--- src/rtl/rv32_mc_core.sv ---
// Multi-cycle RV32I/RV32E-subset core: a FETCH/DECODE/EXEC/MEM/WB FSM on one shared req/ack memory port.
// Define RV_BRANCH_EN to add BEQ, BNE and JAL; without it those opcodes trap like any other illegal word.
module rv32_mc_core #(
  parameter logic [31:0] RESET_PC = 32'h0000_0000,
  parameter int          NREGS    = 32,
  parameter int          XW       = 32
) (
  input  logic          CLK,
  input  logic          RST,
  output logic          mem_req,
  output logic          mem_we,
  output logic [31:0]   mem_addr,
  output logic [XW-1:0] mem_wdata,
  input  logic          mem_ack,
  input  logic [XW-1:0] mem_rdata,
  output logic [31:0]   pc,
  output logic [31:0]   instr,
  output logic [2:0]    state,
  output logic          retire,
  output logic          trap
);

  if (NREGS != 32 && NREGS != 16) begin : g_bad_nregs
    $error("rv32_mc_core: NREGS must be 32 (RV32I) or 16 (RV32E)");
  end
  if (XW != 32) begin : g_bad_xw
    $error("rv32_mc_core: XW must be 32");
  end

  localparam int RW = (NREGS == 16) ? 4 : 5;

  localparam logic [6:0] OPC_OP     = 7'b0110011;
  localparam logic [6:0] OPC_OP_IMM = 7'b0010011;
  localparam logic [6:0] OPC_LOAD   = 7'b0000011;
  localparam logic [6:0] OPC_STORE  = 7'b0100011;
  localparam logic [6:0] OPC_LUI    = 7'b0110111;
`ifdef RV_BRANCH_EN
  localparam logic [6:0] OPC_BRANCH = 7'b1100011;
  localparam logic [6:0] OPC_JAL    = 7'b1101111;
`endif

  typedef enum logic [2:0] {
    S_FETCH  = 3'd0,
    S_DECODE = 3'd1,
    S_EXEC   = 3'd2,
    S_MEM    = 3'd3,
    S_WB     = 3'd4,
    S_TRAP   = 3'd7
  } state_e;

  typedef enum logic [3:0] {
    K_ADD, K_SUB, K_AND, K_OR, K_SLT, K_LW, K_SW, K_LUI, K_BEQ, K_BNE, K_JAL
  } kind_e;

  state_e        state_q, state_d;
  kind_e         kind_q, kind_d;
  logic [31:0]   pc_q, pc_d;
  logic [31:0]   instr_q, instr_d;
  logic          use_imm_q, use_imm_d;
  logic [XW-1:0] a_q, a_d, b_q, b_d, imm_q, imm_d, r_q, r_d;
  logic          mem_req_q, mem_req_d;
  logic          mem_we_q, mem_we_d;
  logic [31:0]   mem_addr_q, mem_addr_d;
  logic [XW-1:0] mem_wdata_q, mem_wdata_d;
  logic          retire_c;
  logic          gpr_we;
  logic [XW-1:0] gpr_q [NREGS];
`ifdef RV_BRANCH_EN
  logic [31:0]   tgt_q, tgt_d;
  logic [31:0]   br_tgt;
  logic          br_taken;
`endif

  // Instruction fields and immediates
  logic [6:0]    opcode, funct7;
  logic [2:0]    funct3;
  logic [4:0]    rs1_idx, rs2_idx, rd_idx;
  logic [XW-1:0] imm_i, imm_s, imm_u;

  assign opcode  = instr_q[6:0];
  assign rd_idx  = instr_q[11:7];
  assign funct3  = instr_q[14:12];
  assign rs1_idx = instr_q[19:15];
  assign rs2_idx = instr_q[24:20];
  assign funct7  = instr_q[31:25];
  assign imm_i   = {{20{instr_q[31]}}, instr_q[31:20]};
  assign imm_s   = {{20{instr_q[31]}}, instr_q[31:25], instr_q[11:7]};
  assign imm_u   = {instr_q[31:12], 12'h000};
`ifdef RV_BRANCH_EN
  logic [XW-1:0] imm_b, imm_j;
  assign imm_b = {{19{instr_q[31]}}, instr_q[31], instr_q[7], instr_q[30:25], instr_q[11:8], 1'b0};
  assign imm_j = {{11{instr_q[31]}}, instr_q[31], instr_q[19:12], instr_q[20], instr_q[30:21], 1'b0};
`endif

  kind_e         dec_kind;
  logic [XW-1:0] dec_imm;
  logic          dec_use_imm, dec_legal, use_rs1, use_rs2, use_rd, bad_idx;

  // NOTE: every always_comb output gets a default before the case; a path that skips an assignment would otherwise infer a latch.
  always_comb begin
    dec_kind    = K_ADD;
    dec_imm     = '0;
    dec_use_imm = 1'b0;
    dec_legal   = 1'b0;
    use_rs1     = 1'b0;
    use_rs2     = 1'b0;
    use_rd      = 1'b0;
    case (opcode)
      OPC_OP: begin
        use_rs1   = 1'b1;
        use_rs2   = 1'b1;
        use_rd    = 1'b1;
        dec_legal = 1'b1;
        case ({funct7, funct3})
          {7'b0000000, 3'b000}: dec_kind = K_ADD;
          {7'b0100000, 3'b000}: dec_kind = K_SUB;
          {7'b0000000, 3'b111}: dec_kind = K_AND;
          {7'b0000000, 3'b110}: dec_kind = K_OR;
          {7'b0000000, 3'b010}: dec_kind = K_SLT;
          default:              dec_legal = 1'b0;
        endcase
      end
      OPC_OP_IMM: begin
        use_rs1     = 1'b1;
        use_rd      = 1'b1;
        dec_use_imm = 1'b1;
        dec_imm     = imm_i;
        dec_legal   = 1'b1;
        case (funct3)
          3'b000:  dec_kind = K_ADD;
          3'b111:  dec_kind = K_AND;
          3'b110:  dec_kind = K_OR;
          default: dec_legal = 1'b0;
        endcase
      end
      OPC_LOAD: begin
        use_rs1     = 1'b1;
        use_rd      = 1'b1;
        dec_use_imm = 1'b1;
        dec_imm     = imm_i;
        dec_kind    = K_LW;
        dec_legal   = (funct3 == 3'b010);
      end
      OPC_STORE: begin
        use_rs1     = 1'b1;
        use_rs2     = 1'b1;
        dec_use_imm = 1'b1;
        dec_imm     = imm_s;
        dec_kind    = K_SW;
        dec_legal   = (funct3 == 3'b010);
      end
      OPC_LUI: begin
        use_rd    = 1'b1;
        dec_imm   = imm_u;
        dec_kind  = K_LUI;
        dec_legal = 1'b1;
      end
`ifdef RV_BRANCH_EN
      OPC_BRANCH: begin
        use_rs1   = 1'b1;
        use_rs2   = 1'b1;
        dec_imm   = imm_b;
        dec_legal = 1'b1;
        case (funct3)
          3'b000:  dec_kind = K_BEQ;
          3'b001:  dec_kind = K_BNE;
          default: dec_legal = 1'b0;
        endcase
      end
      OPC_JAL: begin
        use_rd    = 1'b1;
        dec_imm   = imm_j;
        dec_kind  = K_JAL;
        dec_legal = 1'b1;
      end
`endif
      default: dec_legal = 1'b0;
    endcase
  end

  // RV32E only has x0..x15, so any referenced index with bit 4 set is illegal
  assign bad_idx = (NREGS == 16) &&
                   ((use_rs1 && rs1_idx[4]) || (use_rs2 && rs2_idx[4]) || (use_rd && rd_idx[4]));

  logic [XW-1:0] op_b, alu_res;
  assign op_b = use_imm_q ? imm_q : b_q;

  always_comb begin
    case (kind_q)
      K_SUB:   alu_res = a_q - op_b;
      K_AND:   alu_res = a_q & op_b;
      K_OR:    alu_res = a_q | op_b;
      K_SLT:   alu_res = {{(XW-1){1'b0}}, $signed(a_q) < $signed(op_b)};
      K_LUI:   alu_res = imm_q;
`ifdef RV_BRANCH_EN
      K_JAL:   alu_res = pc_q + 32'd4;
`endif
      default: alu_res = a_q + op_b;
    endcase
  end

`ifdef RV_BRANCH_EN
  assign br_tgt   = pc_q + imm_q;
  assign br_taken = (kind_q == K_BEQ) ? (a_q == b_q) : (a_q != b_q);
`endif

  always_comb begin
    state_d   = state_q;
    kind_d    = kind_q;
    pc_d      = pc_q;
    instr_d   = instr_q;
    use_imm_d = use_imm_q;
    a_d       = a_q;
    b_d       = b_q;
    imm_d     = imm_q;
    r_d       = r_q;
    retire_c  = 1'b0;
    gpr_we    = 1'b0;
`ifdef RV_BRANCH_EN
    tgt_d     = tgt_q;
`endif
    case (state_q)
      S_FETCH: begin
        if (mem_req_q && mem_ack) begin
          instr_d = mem_rdata;
          state_d = S_DECODE;
        end
      end
      S_DECODE: begin
        a_d       = gpr_q[rs1_idx[RW-1:0]];
        b_d       = gpr_q[rs2_idx[RW-1:0]];
        imm_d     = dec_imm;
        kind_d    = dec_kind;
        use_imm_d = dec_use_imm;
        state_d   = (dec_legal && !bad_idx) ? S_EXEC : S_TRAP;
      end
      S_EXEC: begin
        r_d = alu_res;
        if (kind_q == K_LW || kind_q == K_SW) begin
          state_d = S_MEM;
        end
`ifdef RV_BRANCH_EN
        else if (kind_q == K_BEQ || kind_q == K_BNE) begin
          if (br_taken && br_tgt[1:0] != 2'b00) begin
            state_d = S_TRAP;
          end else begin
            pc_d     = br_taken ? br_tgt : pc_q + 32'd4;
            retire_c = 1'b1;
            state_d  = S_FETCH;
          end
        end else if (kind_q == K_JAL) begin
          tgt_d   = br_tgt;
          state_d = (br_tgt[1:0] != 2'b00) ? S_TRAP : S_WB;
        end
`endif
        else begin
          state_d = S_WB;
        end
      end
      S_MEM: begin
        if (mem_req_q && mem_ack) begin
          if (kind_q == K_SW) begin
            pc_d     = pc_q + 32'd4;
            retire_c = 1'b1;
            state_d  = S_FETCH;
          end else begin
            r_d     = mem_rdata;
            state_d = S_WB;
          end
        end
      end
      S_WB: begin
        gpr_we   = (rd_idx != 5'd0);
`ifdef RV_BRANCH_EN
        pc_d     = (kind_q == K_JAL) ? tgt_q : pc_q + 32'd4;
`else
        pc_d     = pc_q + 32'd4;
`endif
        retire_c = 1'b1;
        state_d  = S_FETCH;
      end
      default: state_d = S_TRAP;
    endcase

    // Bus outputs are registered from the next state so they are stable for the whole request
    mem_req_d   = (state_d == S_FETCH) || (state_d == S_MEM);
    mem_we_d    = (state_d == S_MEM) && (kind_q == K_SW);
    mem_addr_d  = mem_addr_q;
    mem_wdata_d = mem_wdata_q;
    if (state_d == S_FETCH) begin
      mem_addr_d = {pc_d[31:2], 2'b00};
    end else if (state_d == S_MEM) begin
      mem_addr_d = {r_d[31:2], 2'b00};
    end
    if (mem_we_d) begin
      mem_wdata_d = b_q;
    end
  end

  always_ff @(posedge CLK or negedge RST) begin
    if (!RST) begin
      state_q     <= S_FETCH;
      kind_q      <= K_ADD;
      pc_q        <= RESET_PC;
      instr_q     <= '0;
      use_imm_q   <= 1'b0;
      a_q         <= '0;
      b_q         <= '0;
      imm_q       <= '0;
      r_q         <= '0;
      mem_req_q   <= 1'b0;
      mem_we_q    <= 1'b0;
      mem_addr_q  <= '0;
      mem_wdata_q <= '0;
`ifdef RV_BRANCH_EN
      tgt_q       <= '0;
`endif
    end else begin
      // NOTE: sequential state uses non-blocking assignments so every flop samples pre-edge values.
      state_q     <= state_d;
      kind_q      <= kind_d;
      pc_q        <= pc_d;
      instr_q     <= instr_d;
      use_imm_q   <= use_imm_d;
      a_q         <= a_d;
      b_q         <= b_d;
      imm_q       <= imm_d;
      r_q         <= r_d;
      mem_req_q   <= mem_req_d;
      mem_we_q    <= mem_we_d;
      mem_addr_q  <= mem_addr_d;
      mem_wdata_q <= mem_wdata_d;
`ifdef RV_BRANCH_EN
      tgt_q       <= tgt_d;
`endif
    end
  end

  // NOTE: the register file is built from flops and reset like any other state, so all GPRs read 0 after reset.
  always_ff @(posedge CLK or negedge RST) begin
    if (!RST) begin
      for (int i = 0; i < NREGS; i++) begin
        gpr_q[i] <= '0;
      end
    end else if (gpr_we) begin
      gpr_q[rd_idx[RW-1:0]] <= r_q;
    end
  end

  assign mem_req   = mem_req_q;
  assign mem_we    = mem_we_q;
  assign mem_addr  = mem_addr_q;
  assign mem_wdata = mem_wdata_q;
  assign pc        = pc_q;
  assign instr     = instr_q;
  assign state     = state_q;
  assign retire    = retire_c;
  assign trap      = (state_q == S_TRAP);

endmodule

--- config.mk ---
export PLATFORM = sky130hd
export DESIGN_NAME = rv32_mc_core
export DESIGN_NICKNAME = d
export VERILOG_FILES = /design/src/rtl/rv32_mc_core.sv
export SDC_FILE = /design/constraint.sdc
export NUM_CORES = 2
export LEC_CHECK = 0
export BUFFER_PORTS_ARGS = -buffer_cell sky130_fd_sc_hd__buf_2
export CORE_MARGIN = 5
export CORE_UTILIZATION = 30
export CTS_BUF_LIST = sky130_fd_sc_hd__clkbuf_8 sky130_fd_sc_hd__clkbuf_16
export DETAILED_ROUTE_END_ITERATION = 7
export PLACE_DENSITY = 0.54
export SLEW_MARGIN = 25
export SYNTH_ARGS = -nofsm -noshare
export SYNTH_HDL_FRONTEND = slang
export SYNTH_SLANG_ARGS = --single-unit
--- constraint.sdc ---
create_clock -name CLK -period 5.2 [get_ports CLK]
set_clock_uncertainty 0.2 [all_clocks]
set_input_delay 0.52 -clock CLK [delete_from_list [all_inputs] [get_ports CLK]]
set_output_delay 0.52 -clock CLK [all_outputs]
set_load 0.005 [all_outputs]
# [Word-level counts from Yosys, hierarchy flattened]
# Index checks and enable logic that the tools add are counted.
[word_totals] ff_bits=1290 output_inout_bits=135 elab_cells=146
[op_classes] n_addsub=3 order_cmp=5 n_eq_ne=28 mux=37 bitwise=5 n_reduce_logical=21
[ops] operator="1024-bit bitwise mux" count=1
[ops] operator="32-bit 2-to-1 mux" count=12
[ops] operator="32-bit binary-select mux with 5-bit select" count=2
[ops] operator="32-bit demux with 5-bit select" count=1
[ops] operator="32-bit one-hot mux with 5 select lines" count=1
[ops] operator="32-bit one-hot mux with 2 select lines" count=2
[ops] operator="32-bit one-hot mux with 3 select lines" count=1
[ops] operator="32-bit by 3-bit adder with 32-bit output, second input constant" count=1
[ops] operator="32-bit adder" count=1
[ops] operator="32-bit bitwise AND" count=1
[ops] operator="32-bit less-than comparator" count=1
[ops] operator="32-bit OR" count=1
[ops] operator="32-bit subtractor" count=1
[ops] operator="3-bit one-hot mux with 5 select lines" count=2
[ops] operator="7-bit by 6-bit equality test with 1-bit output, second input constant" count=3
[ops] operator="10-bit by 3-bit equality test with 1-bit output, second input constant" count=2
[ops] operator="6-bit >= comparator, second input constant" count=3
[ops] operator="5-bit inverter with 6-bit output" count=3
[ops] operator="4-bit by 3-bit equality test with 1-bit output, second input constant" count=4
[ops] operator="3-bit 2-to-1 mux" count=5
[ops] operator="3-bit by 2-bit equality test with 1-bit output, second input constant" count=4
[ops] operator="3-bit equality test, second input constant" count=4
[ops] operator="3-bit one-hot mux with 4 select lines" count=1
[ops] operator="10-bit by 2-bit equality test with 1-bit output, second input constant" count=1
[ops] operator="other kinds (23)" count=41

# [Longest topological paths before layout]
[depth] word_depth=9 ltp_mapped=15 depth_no_buf=13

# [Worst setup path after synthesis]
# No wires, ideal clock.
[synth_path] path_type="register to register" startpoint="register use_imm_q" endpoint="register r_q[25]" setup_time_ns=0.094 arrival_ns=3.531 required_time_ns=4.906 path_slack_ns=1.375 stages_incl_launch_ff=15 n_path_buf=3 synth_period_minus_slack_ns=3.825 cell_sequence="dfrtp_1 -> clkbuf_1 -> clkbuf_1 -> mux2i_1 -> ha_1 -> buf_4 -> o21a_1 -> o211a_1 -> a31oi_1 -> o31ai_2 -> a31oi_1 -> o21ai_1 -> mux2i_1 -> or2_2 -> a221oi_2"
[synth_between] elab_chain_len=4 word_cells_on_any_way=7 cone_classes="2 x add/sub; 3 x mux; 2 x bitwise"
[synth_rtl] element="from (decl)" line="59" source="logic use_imm_q, use_imm_d;"
[synth_rtl] element="from (signal assigned)" line="324" source="use_imm_q <= use_imm_d;"
[synth_rtl] element="32-bit 2-to-1 mux (*)" line="186" source="assign op_b = use_imm_q ? imm_q : b_q;"
[synth_rtl] element="32-bit adder (tied with other cells)" line="198" source="default: alu_res = a_q + op_b;"
[synth_rtl] element="32-bit one-hot mux with 5 select lines (*)" line="189" source="case (kind_q)"
[synth_rtl] element="32-bit one-hot mux with 2 select lines (*)" line="222" source="case (state_q)"
[synth_rtl] element="net r_d[25]" line="60" source="logic [XW-1:0] a_q, a_d, b_q, b_d, imm_q, imm_d, r_q, r_d;"
[synth_rtl] element="to (signal assigned)" line="328" source="r_q <= r_d;"
[synth_rtl] element="to (decl)" line="60"
# Mark *: on every way through the listed nets, which the timed path passes. The rest lies on a longest branch.
# A chain may end at the register's enable or synchronous reset.

# [Worst setup path after layout]
[layout_path] startpoint="register use_imm_q" endpoint="register r_q[29]"
# The elaborated chain is that of the path after synthesis.

==> run_results.csv <==
group,metric,value,unit
synth,yosysWarnings,0,
clocking,ctsRootBufferMaster,"clkbuf_16",
pwr,power_leakage,36.1,nW
synth,synthFlopType,"dfrtp_1",
cells_and_area,fin_util,34.3,%
drt,via_count,46016,
critical_path,end_kind,"flop",
timing,whs,0.0985,ns
synth,synth_top_family_by_area,"multiplexers",
synth,synth_seq_cells,1285,
drt,vias_per_cell,5.53,
synth,ys_types,87,
timing,rsz0062_at_grt,"no",
cells_and_area,final_cell_mix,"dfrtp_1 (1253), mux2_2 (1010), mux4_2 (640)",
global_routing,overflow,0,
global_routing,grt_pass1_wl,349000,um
synth,synth_cells,5058,
placement,hpwl,148000,um
cells_and_area,layout.cells.most_common,"dfrtp_1",
clocking,worst_setup_hold_path_clk_slew,0.06,ns
critical_path,startpoint_type,"flop",
timing,max_slew_margin,26.3,%
die,die_w,495,um
timing,fin_crit_sh,85.2,%
drt,ant_nets,0,
synth,synthXorXnorAreaFrac,0.818,%
timing,fin_tns_setup,0,ns
placement,io_buffer_count,165,
timing,finalCriticalPeriod,4.43,ns
placement,gp_congestion,0.951,
die,dieHeight,495,um
die,dieArea,245000,um^2
drt,drc,0,
cells_and_area,stdcell_count,8326,
global_routing,grt_max_degree,159,
timing,setup_viol,0,
global_routing,grt_usage,19.3,%
placement,post-place-ws,0.840,ns
clocking,h-tree-depth,4,
synth,synth-async-reset-ratio,100,%
synth,synth_compound_gate_area_share,5.38,%
global_routing,grt_pass1_vias,47850,
critical_path,path_max_fanout,17,
drt,drt-initial-drc-count,4239,
critical_path,worstSetupPathType,"flop to flop",
die,ios,170,
synth,synth_fa_ha_area_share,2.02,%
placement,placed_cells_incl_taps,8038,
clocking,cts_buffer_depth,3,
critical_path,arrival,4.93,ns
clocking,cts_num_sinks,1285,
cells_and_area,syn2layout_area_growth,14.0,%
drt,wl_per_cell,28.5,um
timing,max_freq,0.226,GHz
clocking,cts_tree,"yes",
hold_path,min_path_type,"primary input to flop",
critical_path,startpoint,"use_imm_q",
timing,drv_slew,0,
job,cap_violations,0,
clocking,cts_made_buffers,140,
synth,muxShareOfSynthArea,38.8,%
pwr,ir_drop,0.318,mV
critical_path,cp.required,5.70,ns
die,initial_core_util,30.1,%
synth,synth_area_per_cell,13.9,um^2
die,row_count,178,
cells_and_area,nets,5211,
clocking,cts_setup_buffers,0,
clocking,ctsResizeCount,0,
global_routing,antenna_found_initial,13,
timing,worst_slack,0.769,ns
timing,finalHoldViolations,0,
pwr,power,20.8,mW
drt,wl,237000,um
synth,yosysSeqAreaShare,45.6,%
clocking,cts_hold_buf,33,
synth,syn_area,70500,um^2
cells_and_area,drive_gt1_share,44.9,%
clocking,clock_latency,0.82,ns
placement,dpl-instance-area,75200,um^2
timing,tightest_slew,1.11,ns
die,core_area,235000,um^2
critical_path,timing.rr.start,"use_imm_q",
cells_and_area,final_cell_area,80400,um^2
synth,synth_edf_count,0,
pwr,p_per_area,259,nW/um^2
synth,synthSimpleGateAreaFrac,3.98,%
status,outcome,"completed",
drt,firstDrtPassIters,5,
hold_path,min_from,"mem_ack",
[critical path, stage by stage, from the launching register on]
cell	delay [ns]
dfrtp_2	0.77
buf_4	0.27
mux2i_1	0.29
ha_1	0.40
or3_1	0.52
nor4_2	0.37
nand2_1	0.10
o22a_1	0.19
o21ai_1	0.29
a41oi_1	0.28
xnor2_1	0.24
a21oi_1	0.10
o31ai_1	0.29
[power breakdown]
group,internal [mW],total (mW),switching [mW]
combinational,0.0456,0.271,0.225
sequential,10.0,10.0,0
clock,6.21,10.5,4.32
[registers in the layout, summed over array words and instances, names as in the netlist]
signal and flops:
gpr_q 1024, a_q 32, b_q 32, imm_q 32
instr 32, mem_wdata 32, r_q 32, mem_addr 30
pc 30, kind_q 3, state 3, mem_req 1
mem_we 1, use_imm_q 1
[cells by family (layout without fill, tap and decap cells)]
logic type               count (synthesis)  count (layout)
AO/OA/AOI/OAI                          591             591
XOR/XNOR                                65              65
adder cells (fa/ha/maj)                113             113
buffers and inverters                  609             721
flip-flops                            1285            1285
multiplexers                          1792            1792
other                                    1               7
AND/OR/NAND/NOR                        602             602
[synthesized netlist by cell type (all sizes together), types with 18 or more instances]
cell | instances | area share (%)
dfrtp | 1285 | 46
mux2 | 1039 | 17
mux4 | 640 | 20
clkbuf | 334 | 1.8
nand2 | 256 | 1.4
o21ai | 217 | 1.5
buf | 161 | 1.0
nor2 | 139 | 0.75
inv | 114 | 0.61
a21oi | 113 | 0.81
mux2i | 113 | 1.6
ha | 110 | 2.0
xnor2 | 43 | 0.53
nand3 | 36 | 0.26
nor2b | 35 | 0.31
o221ai | 33 | 0.41
nor3 | 32 | 0.26
a22oi | 26 | 0.28
a31oi | 25 | 0.22
nand2b | 24 | 0.21
a22o | 22 | 0.27
xor2 | 22 | 0.28
and3 | 18 | 0.17
[final timing paths]
check / to / slack (ns) / cells after the start
min in group asynchronous: mem_wdata[6] / 0.17 / 2
max in group asynchronous: gpr_q[903] / 3.19 / 4
min: state[1] / 0.1 / 4
min reg2reg: gpr_q[999] / 0.19 / 0
max reg2reg: r_q[29] / 0.77 / 12
max: r_q[29] / 0.77 / 12
[metal layers]
layer  GRT usage (%)  vias up  share of wire (%)
met1            27.0    24940                 44
met4            6.49        0                3.5
met3            3.08      368                5.9
met5               0        -                  0
met2            30.6     1502                 46
li1                -    19206                  -
[final cells by class]
type	count	area (um^2)
clock inverters	75	762
clock buffers	176	4070
well taps	3150	3940
fillers	22639	154000
flip-flops and latches	1285	32200
multi-input cells	3167	36300
inverters	114	428
repair buffers	356	2740
diodes	3	7.51
Power figures use the tool's default switching activity.
